### src/rtl/face_render_pkg.sv
// Shared state encoding and width helpers for the face render sequencer.
// Latency: none, declarations only.
// Backpressure: none, declarations only.
package face_render_pkg;

    // Sequencer states, in the order a frame walks through them.
    typedef enum logic [2:0] {
        IDLE      = 3'd0,
        START     = 3'd1,
        WAIT_BUSY = 3'd2,
        DRAW      = 3'd3,
        NEXT      = 3'd4,
        SWAP_WAIT = 3'd5
    } render_state_t;

    // Width of the feature index field; never narrower than one bit so a
    // single-feature build still has a legal index register.
    function automatic int feat_bits(input int num_features);
        return (num_features > 1) ? $clog2(num_features) : 1;
    endfunction

    // Framebuffer address = {bank, feature index, pixel address}.
    function automatic int fb_addr_size(input int num_features, input int address_size);
        return 1 + feat_bits(num_features) + address_size;
    endfunction

endpackage

### src/rtl/render_stream_mux.sv
// Registered N:1 select of the active constructor's pixel stream onto the framebuffer port.
// Latency: 1 cycle from selected valid/addr/data to o_we/o_addr/o_data.
// Backpressure: none; the framebuffer accepts every beat, non-selected streams are discarded.
//
// Ports:
//   i_clk, i_rst_n      clock, async active-low reset
//   i_draw              forwarding enabled (sequencer is in DRAW)
//   i_back_bank         bank currently being rendered into
//   i_idx               active feature index
//   i_valid/addr/data   per-feature pixel streams
//   o_we/o_addr/o_data  framebuffer write port; addr/data hold when o_we is low
module render_stream_mux
    import face_render_pkg::*;
#(
    parameter int NUM_FEATURES = 3,
    parameter int ADDRESS_SIZE = 11,
    parameter int PIXEL_SIZE   = 12,
    parameter int FEAT_BITS    = feat_bits(NUM_FEATURES),
    parameter int FB_ADDR_SIZE = 1 + FEAT_BITS + ADDRESS_SIZE
) (
    input  logic                                      i_clk,
    input  logic                                      i_rst_n,
    input  logic                                      i_draw,
    input  logic                                      i_back_bank,
    input  logic [FEAT_BITS-1:0]                      i_idx,
    input  logic [NUM_FEATURES-1:0]                   i_valid,
    input  logic [NUM_FEATURES-1:0][ADDRESS_SIZE-1:0] i_addr,
    input  logic [NUM_FEATURES-1:0][PIXEL_SIZE-1:0]   i_data,
    output logic                                      o_we,
    output logic [FB_ADDR_SIZE-1:0]                   o_addr,
    output logic [PIXEL_SIZE-1:0]                     o_data
);

    logic                    w_sel_vld;
    logic [ADDRESS_SIZE-1:0] w_sel_addr;
    logic [PIXEL_SIZE-1:0]   w_sel_data;
    logic                    w_fwd;

    logic                    r_we;
    logic [FB_ADDR_SIZE-1:0] r_addr;
    logic [PIXEL_SIZE-1:0]   r_data;

    always_comb begin
        w_sel_vld  = 1'b0;
        w_sel_addr = '0;
        w_sel_data = '0;
        for (int i = 0; i < NUM_FEATURES; i++) begin
            if (i_idx == FEAT_BITS'(i)) begin
                w_sel_vld  = i_valid[i];
                w_sel_addr = i_addr[i];
                w_sel_data = i_data[i];
            end
        end
    end

    // Only the active feature, and only while drawing, reaches the port.
    assign w_fwd = i_draw && w_sel_vld;

    always_ff @(posedge i_clk or negedge i_rst_n) begin
        if (!i_rst_n) begin
            r_we   <= 1'b0;
            r_addr <= '0;
            r_data <= '0;
        end else begin
            r_we <= w_fwd;
            // Address/data only move on a real write so the port holds
            // the last written beat while idle.
            if (w_fwd) begin
                r_addr <= {i_back_bank, i_idx, w_sel_addr};
                r_data <= w_sel_data;
            end
        end
    end

    assign o_we   = r_we;
    assign o_addr = r_addr;
    assign o_data = r_data;

endmodule

### src/rtl/face_render_sequencer.sv
// Runs each face-feature constructor in turn per frame request and renders into the back bank, swapping on vsync.
// Latency: pixel path 1 cycle; start pulse 1 cycle after leaving IDLE; swap on the first vsync after the last feature.
// Backpressure: none on pixels; one frame request is queued while busy, later ones are dropped and counted.
//
// Ports:
//   clk_in, rst_n_in          clock, async active-low reset
//   frame_req_in, vsync_in    render request pulse, scan-out frame boundary pulse
//   feature_start_out         one-hot start pulse to the constructors
//   feature_busy/addr/data/valid_in   per-constructor status and pixel streams
//   fb_we/addr/data_out       framebuffer write port
//   display_bank_out          bank being scanned out
//   frame_done_out            pulse on the bank swap cycle
//   busy_out                  sequencer not idle
//   timeout_err_out           sticky constructor timeout flag
//   drop_count_out            saturating count of dropped requests
module face_render_sequencer
    import face_render_pkg::*;
#(
    parameter  int NUM_FEATURES   = 3,
    parameter  int NUM_BLOCK_ROWS = 16,
    parameter  int NUM_PIXELS     = 128,
    parameter  int LOG_POWER_MOD  = 4,
    parameter  int START_TIMEOUT  = 64,
    parameter  int DRAW_TIMEOUT   = 4096,
    localparam int ADDRESS_SIZE   = $clog2(NUM_BLOCK_ROWS * NUM_PIXELS),
    localparam int PIXEL_SIZE     = 3 * LOG_POWER_MOD,
    localparam int FEAT_BITS      = feat_bits(NUM_FEATURES),
    localparam int FB_ADDR_SIZE   = fb_addr_size(NUM_FEATURES, ADDRESS_SIZE)
) (
    input  logic                                      clk_in,
    input  logic                                      rst_n_in,
    input  logic                                      frame_req_in,
    input  logic                                      vsync_in,
    output logic [NUM_FEATURES-1:0]                   feature_start_out,
    input  logic [NUM_FEATURES-1:0]                   feature_busy_in,
    input  logic [NUM_FEATURES-1:0][ADDRESS_SIZE-1:0] feature_addr_in,
    input  logic [NUM_FEATURES-1:0][PIXEL_SIZE-1:0]   feature_data_in,
    input  logic [NUM_FEATURES-1:0]                   feature_valid_in,
    output logic                                      fb_we_out,
    output logic [FB_ADDR_SIZE-1:0]                   fb_addr_out,
    output logic [PIXEL_SIZE-1:0]                     fb_data_out,
    output logic                                      display_bank_out,
    output logic                                      frame_done_out,
    output logic                                      busy_out,
    output logic                                      timeout_err_out,
    output logic [7:0]                                drop_count_out
);

    // One timer serves both the start and draw watchdogs.
    localparam int TMR_MAX = (DRAW_TIMEOUT > START_TIMEOUT) ? DRAW_TIMEOUT : START_TIMEOUT;
    localparam int TMR_W   = $clog2(TMR_MAX + 1);

    render_state_t          r_state;
    render_state_t          w_state_nxt;
    logic [FEAT_BITS-1:0]   r_idx;
    logic [TMR_W-1:0]       r_timer;
    logic                   r_pending;
    logic [7:0]             r_drop;
    logic                   r_err;
    logic                   r_bank;

    logic [NUM_FEATURES-1:0] w_start;
    logic                    w_busy_sel;
    logic                    w_draw;
    logic                    w_clr_pend;
    logic                    w_idx_clr;
    logic                    w_idx_inc;
    logic                    w_tmr_clr;
    logic                    w_tmr_inc;
    logic                    w_set_err;
    logic                    w_swap;
    logic                    w_back_bank;

    always_comb begin
        w_busy_sel = 1'b0;
        for (int i = 0; i < NUM_FEATURES; i++) begin
            if (r_idx == FEAT_BITS'(i)) begin
                w_busy_sel = feature_busy_in[i];
            end
        end
    end

    always_ff @(posedge clk_in or negedge rst_n_in) begin
        if (!rst_n_in) begin
            r_state <= IDLE;
        end else begin
            r_state <= w_state_nxt;
        end
    end

    always_comb begin
        w_state_nxt = r_state;
        w_start     = '0;
        w_draw      = 1'b0;
        w_clr_pend  = 1'b0;
        w_idx_clr   = 1'b0;
        w_idx_inc   = 1'b0;
        w_tmr_clr   = 1'b0;
        w_tmr_inc   = 1'b0;
        w_set_err   = 1'b0;
        w_swap      = 1'b0;
        case (r_state)
            IDLE: begin
                if (frame_req_in || r_pending) begin
                    w_clr_pend  = 1'b1;
                    w_idx_clr   = 1'b1;
                    w_state_nxt = START;
                end
            end
            START: begin
                for (int i = 0; i < NUM_FEATURES; i++) begin
                    w_start[i] = (r_idx == FEAT_BITS'(i));
                end
                w_tmr_clr   = 1'b1;
                w_state_nxt = WAIT_BUSY;
            end
            WAIT_BUSY: begin
                if (w_busy_sel) begin
                    // Restart the timer so DRAW measures busy time only.
                    w_tmr_clr   = 1'b1;
                    w_state_nxt = DRAW;
                end else if (r_timer == TMR_W'(START_TIMEOUT - 1)) begin
                    w_set_err   = 1'b1;
                    w_state_nxt = NEXT;
                end else begin
                    w_tmr_inc = 1'b1;
                end
            end
            DRAW: begin
                w_draw = 1'b1;
                if (!w_busy_sel) begin
                    w_state_nxt = NEXT;
                end else if (r_timer == TMR_W'(DRAW_TIMEOUT - 1)) begin
                    // Hung constructor: abandon it, keep the frame moving.
                    w_set_err   = 1'b1;
                    w_state_nxt = NEXT;
                end else begin
                    w_tmr_inc = 1'b1;
                end
            end
            NEXT: begin
                if (r_idx == FEAT_BITS'(NUM_FEATURES - 1)) begin
                    w_state_nxt = SWAP_WAIT;
                end else begin
                    w_idx_inc   = 1'b1;
                    w_state_nxt = START;
                end
            end
            SWAP_WAIT: begin
                if (vsync_in) begin
                    w_swap      = 1'b1;
                    w_state_nxt = IDLE;
                end
            end
            default: begin
                w_state_nxt = IDLE;
            end
        endcase
    end

    always_ff @(posedge clk_in or negedge rst_n_in) begin
        if (!rst_n_in) begin
            r_idx     <= '0;
            r_timer   <= '0;
            r_pending <= 1'b0;
            r_drop    <= '0;
            r_err     <= 1'b0;
            r_bank    <= 1'b0;
        end else begin
            if (w_idx_clr) begin
                r_idx <= '0;
            end else if (w_idx_inc) begin
                r_idx <= r_idx + FEAT_BITS'(1);
            end

            if (w_tmr_clr) begin
                r_timer <= '0;
            end else if (w_tmr_inc) begin
                r_timer <= r_timer + TMR_W'(1);
            end

            if (w_set_err) begin
                r_err <= 1'b1;
            end

            if (w_swap) begin
                r_bank <= ~r_bank;
            end

            // A request arriving in IDLE is consumed directly; elsewhere
            // the first one is remembered and any more are counted as drops.
            // This also covers a request landing on the swap cycle.
            if (w_clr_pend) begin
                r_pending <= 1'b0;
            end else if (frame_req_in && (r_state != IDLE)) begin
                if (!r_pending) begin
                    r_pending <= 1'b1;
                end else if (r_drop != 8'hFF) begin
                    r_drop <= r_drop + 8'd1;
                end
            end
        end
    end

    assign w_back_bank = ~r_bank;

    render_stream_mux #(
        .NUM_FEATURES (NUM_FEATURES),
        .ADDRESS_SIZE (ADDRESS_SIZE),
        .PIXEL_SIZE   (PIXEL_SIZE),
        .FEAT_BITS    (FEAT_BITS),
        .FB_ADDR_SIZE (FB_ADDR_SIZE)
    ) u_stream_mux (
        .i_clk       (clk_in),
        .i_rst_n     (rst_n_in),
        .i_draw      (w_draw),
        .i_back_bank (w_back_bank),
        .i_idx       (r_idx),
        .i_valid     (feature_valid_in),
        .i_addr      (feature_addr_in),
        .i_data      (feature_data_in),
        .o_we        (fb_we_out),
        .o_addr      (fb_addr_out),
        .o_data      (fb_data_out)
    );

    assign feature_start_out = w_start;
    assign display_bank_out  = r_bank;
    assign frame_done_out    = w_swap;
    assign busy_out          = (r_state != IDLE);
    assign timeout_err_out   = r_err;
    assign drop_count_out    = r_drop;

endmodule
### config.mk
export PLATFORM = sky130hd
export DESIGN_NAME = face_render_sequencer
export DESIGN_NICKNAME = d
export VERILOG_FILES = /design/src/rtl/face_render_pkg.sv /design/src/rtl/render_stream_mux.sv /design/src/rtl/face_render_sequencer.sv
export SDC_FILE = /design/constraint.sdc
export NUM_CORES = 1
export LEC_CHECK = 0
export CORE_MARGIN = 5
export CORE_UTILIZATION = 40
export CTS_CLUSTER_SIZE = 40
export DETAILED_ROUTE_END_ITERATION = 10
export PLACE_DENSITY = 0.73
export SYNTH_ARGS = -nofsm -noshare
export SYNTH_HDL_FRONTEND = slang
export SYNTH_HIERARCHICAL = 1
export SYNTH_SLANG_ARGS = --single-unit
### constraint.sdc
create_clock -name clk_in -period 3.6 [get_ports clk_in]
set_clock_uncertainty 0.05 [all_clocks]
set_input_delay 0.72 -clock clk_in [delete_from_list [all_inputs] [get_ports clk_in]]
set_output_delay 0.72 -clock clk_in [all_outputs]
set_load 0.01 [all_outputs]
== Word-level counts from Yosys, hierarchy flattened ==
Index checks and enable logic that the tools add are counted.
Cells by class
  add/sub/neg operators: 3
  equality and inequality tests: 14
  mux-type cells: 46
  bitwise gates (word level): 2
  reductions and logical operators: 11
Operators by type and width (number)
  12-bit two-way mux: 3
  11-bit two-way mux: 3
  13-bit two-way mux: 2
  1-bit two-way mux: 24
  3-bit two-way mux: 8
  3-bit case mux with 6 select lines: 1
  13-bit by 1-bit adder with 13-bit output, second input constant: 1
  13-bit by 12-bit equality test with 1-bit output, second input constant: 1
  13-bit by 6-bit equality test with 1-bit output, second input constant: 1
  8-bit by 1-bit adder with 8-bit output, second input constant: 1
  8-bit != test, second input constant: 1
  4-bit AND reduction: 2
  3-bit by 2-bit equality test with 1-bit output, second input constant: 2
  3-bit equality test, second input constant: 2
  3-bit != test, second input constant: 2
  1-bit case mux with 2 select lines: 3
  2-bit nonzero test: 3
  2-bit two-way mux: 2
  2-bit != test, second input constant: 2
  3-bit by 1-bit equality test with 1-bit output, second input constant: 1
  3-bit logical NOT: 1
  3-bit nonzero test: 1
  2-bit by 1-bit adder with 2-bit output, second input constant: 1
  2-bit by 1-bit equality test with 1-bit output, second input constant: 1
  other kinds (5): 7
Word-level totals
  register bits: 56
  input port bits: 79
  output and inout port bits: 42
  word-level logic and storage cells: 86

== Logic depth before layout (Yosys ltp) ==
Gate-level depths: netlist of the first run.
  depth in word-level cells: 8
  depth in mapped cells: 8

== Hierarchy ==
The synthesis of the first run kept the hierarchy.
By module, submodules not included
  face_render_sequencer: instances 1, cells each 173, area an instance 1684.1 um^2
  render_stream_mux: instances 1, cells each 137, area an instance 1580.3 um^2

== Least setup slack after synthesis of the first run ==
Ideal clock, no wire load.
  path kind: register to register
  from: register r_idx[1]
  to: register r_timer[2]
  arrival: 2232 ps
  required time: 3424 ps
  setup slack: 1192 ps
  stages on the path, launching flop included: 9
  clock period less this slack: 2408 ps
  cells stage by stage: dfrtp_1 > inv_1 > ha_1 > nand3b_1 > a22o_1 > or3_1 > and3_1 > buf_6 > a221o_1
Between the ends
  word-level cells in the longest chain between the ends: 7
Ends and longest elaborated chain
  start, declared: RTL line face_render_sequencer.sv:55  | logic [FEAT_BITS-1:0] r_idx;
  start signal, assigned: RTL line face_render_sequencer.sv:173  | r_idx <= r_idx + FEAT_BITS'(1);
  2-bit logical NOT: RTL line face_render_sequencer.sv:77  | if (r_idx == FEAT_BITS'(i)) begin
  1-bit two-way mux (2 in series): RTL line face_render_sequencer.sv:77
  1-bit two-way mux *: RTL line face_render_sequencer.sv:77
  1-bit two-way mux, on equally long branches: RTL line face_render_sequencer.sv:118, face_render_sequencer.sv:131
  1-bit case mux with 2 select lines: RTL line face_render_sequencer.sv:102  | case (r_state)
  13-bit two-way mux / 2-bit nonzero test (equally long branches)
  end signal, assigned: RTL line face_render_sequencer.sv:179  | r_timer <= r_timer + TMR_W'(1);
  end, declared: RTL line face_render_sequencer.sv:56  | logic [TMR_W-1:0] r_timer;
Every way passes the cells marked *; elsewhere a longest branch is shown, timed or not.
A chain may end at the register's enable or synchronous reset.

== Final worst setup path of the first run ==
  from: register r_state[0]
  to: output feature_start_out[0]
Between the ends
  word-level cells in the longest chain between the ends: 2
Ends and longest elaborated chain
  start, declared: RTL line face_render_sequencer.sv:53  | render_state_t r_state;
  start signal, assigned: RTL line face_render_sequencer.sv:87  | r_state <= w_state_nxt;
  3-bit by 1-bit equality test with 1-bit output: RTL line face_render_sequencer.sv:102
  3-bit two-way mux: RTL line face_render_sequencer.sv:102
  end, declared: RTL line face_render_sequencer.sv:34  | output logic [NUM_FEATURES-1:0] feature_start_out,
No other way between the ends.

==> impl_metrics.ini, run 1 <==
[synthesis]
netlist-cell-type-count = 48
synth-edff-count = 0
syn_nets = 394
synth-seq-area-share_pct = 42.93
synthFlopType = dfrtp_1
ys_ff_latch = 56
yosysWarnings = 6
syn_inst = 310
syn-cell-area_mm2 = 0.003264
syn_avg_cell_area_um2 = 10.53
synthArstFlopShare_pct = 100.0

[layout]
final_cell_area_mm2 = 0.004622
layout_commonest_cell = clkdlybuf4s50_1
post-route-util_pct = 57.11
final_cell_mix = clkdlybuf4s50_1, dfrtp_1, nand2_1
insertedDiodeCount = 0
final_nets = 510
syn2layout_area_growth_pct = 41.59
drive_gt1_share_pct = 11.01

[run]
cap_violations = 0

[timing]
finalSetupViolations = 0
finalMaxSlewViolations = 0
slew-limit-headroom_pct = 50.15
finalCritPeriodShare_pct = 80.36
finalHoldViolCount = 0
worstMarginPinSlew_ps = 744.2
fmax_ghz = 0.3457
setup_tns_ps = 0
fin_crit_ps = 2893
rsz0062_at_grt = false

[placed_design]
dp_hpwl_um = 6621
place_congestion = 0.8295
place_area_mm2 = 0.004514
portBuffers = 120

[floorplanning]
die_h_um = 100.3
pin_count = 121
dieArea_mm2 = 0.01007
initial_core_util_pct = 40.34
die_w_um = 100.3
num_rows = 33
coreArea_mm2 = 0.008093

[clock_tree]
root_buffer = clkbuf_8
clock_path_buffers = 2
cts_tree = done
cts_resized = 0
clkSinkCount = 56
clkTransAtPathRegs_ps = 100
cts-hold-fix-buffers = 0
post_cts_buffers = 0
htreeDepth = 2
cts_made_buffers = 5
clk_latency_ps = 300

[route]
via_count = 2767
drc = 0
first_pass_iters = 4
vias_per_cell = 5.201
ant_nets = 0
drt_wl_total_um = 8605
wire_per_inst_um = 16.17
drtIter0Drc = 143

[grt]
grt_start_max_net_pins = 31
grt_pass1_vias = 2710
antenna_found_initial = 0
grt_overflow = 0
grtUsageTotal_pct = 16.85
grt_pass1_wl_um = 13690

[worst_hold_path]
hold_class = in -> async

[worst_setup_path]
start_kind = flip-flop
path_max_fanout = 10
cp_data_arrival_time_ps = 2120
r2r_slack_ps = 960
critPathCaptureType = output pin
required_ps = 2830
crit_type = reg -> out
r2r_cells = 7

[power_and_ir_drop]
powerDensity_mw_per_mm2 = 662.7
p_leak_uw = 0.001955
irDropWorstVdd_v = 0.0004190

[outcome]
status = finished, final reports clean
[metal layers]
layer  track usage [%]  vias to the layer above  routed length [µm]
met5                 0                        -                   0
met4             3.938                        0                  69
met3             4.448                        6                 654
met2             26.86                       92                3885
met1             23.02                     1331                3995
li1                  -                     1338                   -
[worst max-delay path, stage by stage (launching register included)]
cell	delay [ps]
dfrtp_1	510
inv_1	180
nor3_1	410
and2_1	190
clkdlybuf4s50_1	530
[where the power goes]
group | switching, µW | internal, µW | total, µW
Sequential | 165 | 853 | 1020
Clock | 189 | 207 | 396
Combinational | 760 | 889 | 1650
[area by class of cell]
cell class	count	area, µm²
Multi-Input combinational cell	229	1718
Clock inverter	2	35.03
Clock buffer	6	72.57
Fill cell	725	3471
Tap cell	105	131.4
Timing Repair Buffer	124	1226
Sequential cell	56	1401
Inverter	10	37.54
[cell usage after synthesis, types with 5 or more instances]
cell type,count,share of area [%]
buf_2,8,1.2
xnor2_1,8,2.1
nor2_1,12,1.4
nand2_1,41,4.7
nand2b_1,6,1.1
mux2i_1,28,8.6
inv_1,10,1.1
nand3_1,6,0.92
and2_1,5,0.96
mux2_4,19,8.7
and3_1,5,0.96
mux2_2,9,3.1
dfrtp_1,56,43
ha_1,5,1.9
a21oi_1,9,1.4
o21ai_0,24,3.7
a221o_1,5,1.5
[kinds of logic after synthesis]
kind of cell    synth area share [%]
simple gates                   16.17
buf+inv                        4.446
mux                            20.43
flops                          42.93
compound gates                 11.15
xor+xnor                       2.952
fa+ha+maj                      1.916
[stage by stage]
step	setup WS (ps)	total power, µW	cells	hold WS (ps)
finish	707.2	3063	532	366.0
global route	558.3	3283	532	405.3
floorplan	1192	2021	310	374.4
CTS	696.5	3100	532	381.1
detailed placement	534.9	2687	524	435.6
global placement	576.0	2657	524	436.1
[flip-flops by register name, summed over array words and instances (netlist names)]
signal,count
drop_count_out,8
r_timer,13
r_idx,2
display_bank_out,1
r_pending,1
timeout_err_out,1
r_state,3
u_stream_mux/o_we,1
u_stream_mux/o_data,12
u_stream_mux/o_addr,14
[worst paths after layout]
path                                             start                           to
setup / recovery                r_state[0]$_DFFE_PN0P_         feature_start_out[0]
hold / removal                                rst_n_in       r_timer[4]$_DFFE_PN0P_
setup reg to reg                  r_idx[0]$_DFFE_PN0P_       r_timer[2]$_DFFE_PN0P_
hold reg to reg            timeout_err_out$_DFFE_PN0P_  timeout_err_out$_DFFE_PN0P_
max in group asynchronous                     rst_n_in         r_idx[0]$_DFFE_PN0P_
min in group clk_in        timeout_err_out$_DFFE_PN0P_  timeout_err_out$_DFFE_PN0P_
No activity file was read; power rests on OpenSTA's default activity.
==> inputs of run 2 (changes only) <==
==> constraint.sdc (replaced) <==
create_clock -name clk_in -period 3 [get_ports clk_in]
set_clock_uncertainty 0.05 [all_clocks]
set_input_delay 0.6 -clock clk_in [delete_from_list [all_inputs] [get_ports clk_in]]
set_output_delay 0.6 -clock clk_in [all_outputs]
set_load 0.01 [all_outputs]
==> impl_metrics.ini, run 2 (same netlist as run 1, synthesis figures left out) <==
[worst_setup_path]
crit_chain = inv_1 -> nor3_1 -> and2_1 -> clkdlybuf4s50_1
path_max_fanout = 10
crit_type = reg -> out
cp_slowest_stage_delay_ps = 540
cp_data_arrival_time_ps = 2150
path_buf_inv = 2
start_kind = flip-flop
required_ps = 2350
critPathCaptureType = output pin
crit_family = buffers and inverters
crit_slowest_cell = clkdlybuf4s50_1

[clock_tree]
clock_path_buffers = 2
cts_made_buffers = 5
post_cts_buffers = 0
clk_latency_ps = 300
root_buffer = clkbuf_8
cts_resized = 0
clkSinkCount = 56
cts-hold-fix-buffers = 0
htreeDepth = 2
cts_tree = done
clkTransAtPathRegs_ps = 90

[layout]
syn2layout_area_growth_pct = 41.47
final_cells = 534
layout_commonest_cell = clkdlybuf4s50_1
final_nets = 513
final_cell_mix = clkdlybuf4s50_1, dfrtp_1, nand2_1
fillers = 724
drive_gt1_share_pct = 11.66
final_cell_area_mm2 = 0.004618
largest_reg_flops = 14
insertedDiodeCount = 0

[placed_design]
placedCellCount = 527
portBuffers = 120
dp_hpwl_um = 6716
place_congestion = 0.8864
place_ws_ps = 214.9
place_area_mm2 = 0.004537

[timing]
finalMaxSlewViolations = 0
finalSetupViolations = 0
worstMarginPinSlew_ps = 926.6
fmax_ghz = 0.3569
setup_tns_ps = 0
finalHoldViolCount = 0
worst_slack_ps = 197.8
rsz0062_at_grt = false
slew-limit-headroom_pct = 38.23
finalCritPeriodShare_pct = 93.41
fin_crit_ps = 2802

[power_and_ir_drop]
seqPwrFrac_pct = 33.7
comb_power_share_pct = 55.6
irDropWorstVdd_v = 0.0004484
swShare_pct = 37.58
p_switching_uw = 1363
clkPwrFrac_pct = 10.7
power.internal_uw = 2265
p_leak_uw = 0.001953
powerDensity_mw_per_mm2 = 785.6

[floorplanning]
coreArea_mm2 = 0.008093
initial_core_util_pct = 40.34
die_w_um = 100.3
num_rows = 33
die_h_um = 100.3
pin_count = 121
dieArea_mm2 = 0.01007

[route]
vias_per_cell = 5.184
wire_per_inst_um = 16.63
ant_nets = 0
via_count = 2768
drtIter0Drc = 143
drc = 0
first_pass_iters = 4
drt_wl_total_um = 8879

[outcome]
status = finished, final reports clean

[run]
cap_violations = 0

[grt]
grt_overflow = 0
grt_pass1_vias = 2757
grt_pass1_wl_um = 14040
antenna_found_initial = 0
grt_start_max_net_pins = 42
grtUsageTotal_pct = 17.27

[worst_hold_path]
hold_class = in -> async
-- run 2: cell types whose count changed in the layout (fill, tap and decap cells not counted) --
cell / change
bufinv_16: -1
buf_4: +3
clkbuf_1: -1
clkinvlp_4: +1
-- run 2: metrics by stage --
stage | hold WS, ps | power [µW] | util [%]
6_report | 373.7 | 3628 | 57.07
5_1_grt | 453.9 | 3885 | 57.07
4_1_cts | 393.8 | 3666 | 57.07
3_5_place_dp | 443.0 | 3256 | 56.06
3_3_place_gp | 436.3 | 3209 | 56.06
2_1_floorplan | 254.4 | 2425 | -
-- run 2: cell type report --
| cell class | instances | area [µm²] | share of cell area (%) |
|---|---|---|---|
| clock inverters | 2 | 12.51 | 0.2709 |
| multi-input cells | 229 | 1718 | 37.20 |
| clock buffers | 5 | 68.82 | 1.490 |
| flip-flops and latches | 56 | 1401 | 30.34 |
| inverters | 10 | 37.54 | 0.8128 |
| well taps | 105 | 131.4 | 2.845 |
| repair buffers | 127 | 1249 | 27.04 |
-- run 2: metal layers --
layer,part of all wire (%),vias to the layer above,track usage (%)
li1,-,1343,-
met1,46,1310,23.79
met4,1.2,0,4.456
met2,45,106,27.06
met5,0,-,0
met3,7.9,9,4.517
-- run 2: worst paths after layout --
path	startpoint	cells after the start	to	slack, ps
worst max-delay path	r_state[0]$_DFFE_PN0P_	4	feature_start_out[2]	200
worst min-delay path	rst_n_in	1	r_timer[9]$_DFFE_PN0P_	370
worst max register to register	r_idx[0]$_DFFE_PN0P_	7	r_timer[9]$_DFFE_PN0P_	510
worst min register to register	drop_count_out[3]$_DFFE_PN0P_	1	drop_count_out[3]$_DFFE_PN0P_	460
max in group asynchronous	rst_n_in	2	u_stream_mux/o_data[7]$_DFFE_PN0P_	1820
min in group clk_in	drop_count_out[3]$_DFFE_PN0P_	1	drop_count_out[3]$_DFFE_PN0P_	460
-- run 2: power by group through the flow --
stage               Clock, µW  Sequential [µW]  Combinational, µW
floorplan                   0             1290               1130
global placement            0             1220               1990
detailed placement          0             1240               2020
CTS                       413             1220               2030
global route              443             1260               2180
finish                    388             1220               2020
-- run 2: worst register-to-register path: stages (launching register included) --
cell     delay (ps)
dfrtp_1         410
inv_1            90
ha_1            280
a21oi_1          90
a22o_1          270
or3_1           450
and3_1          340
a221o_1         400
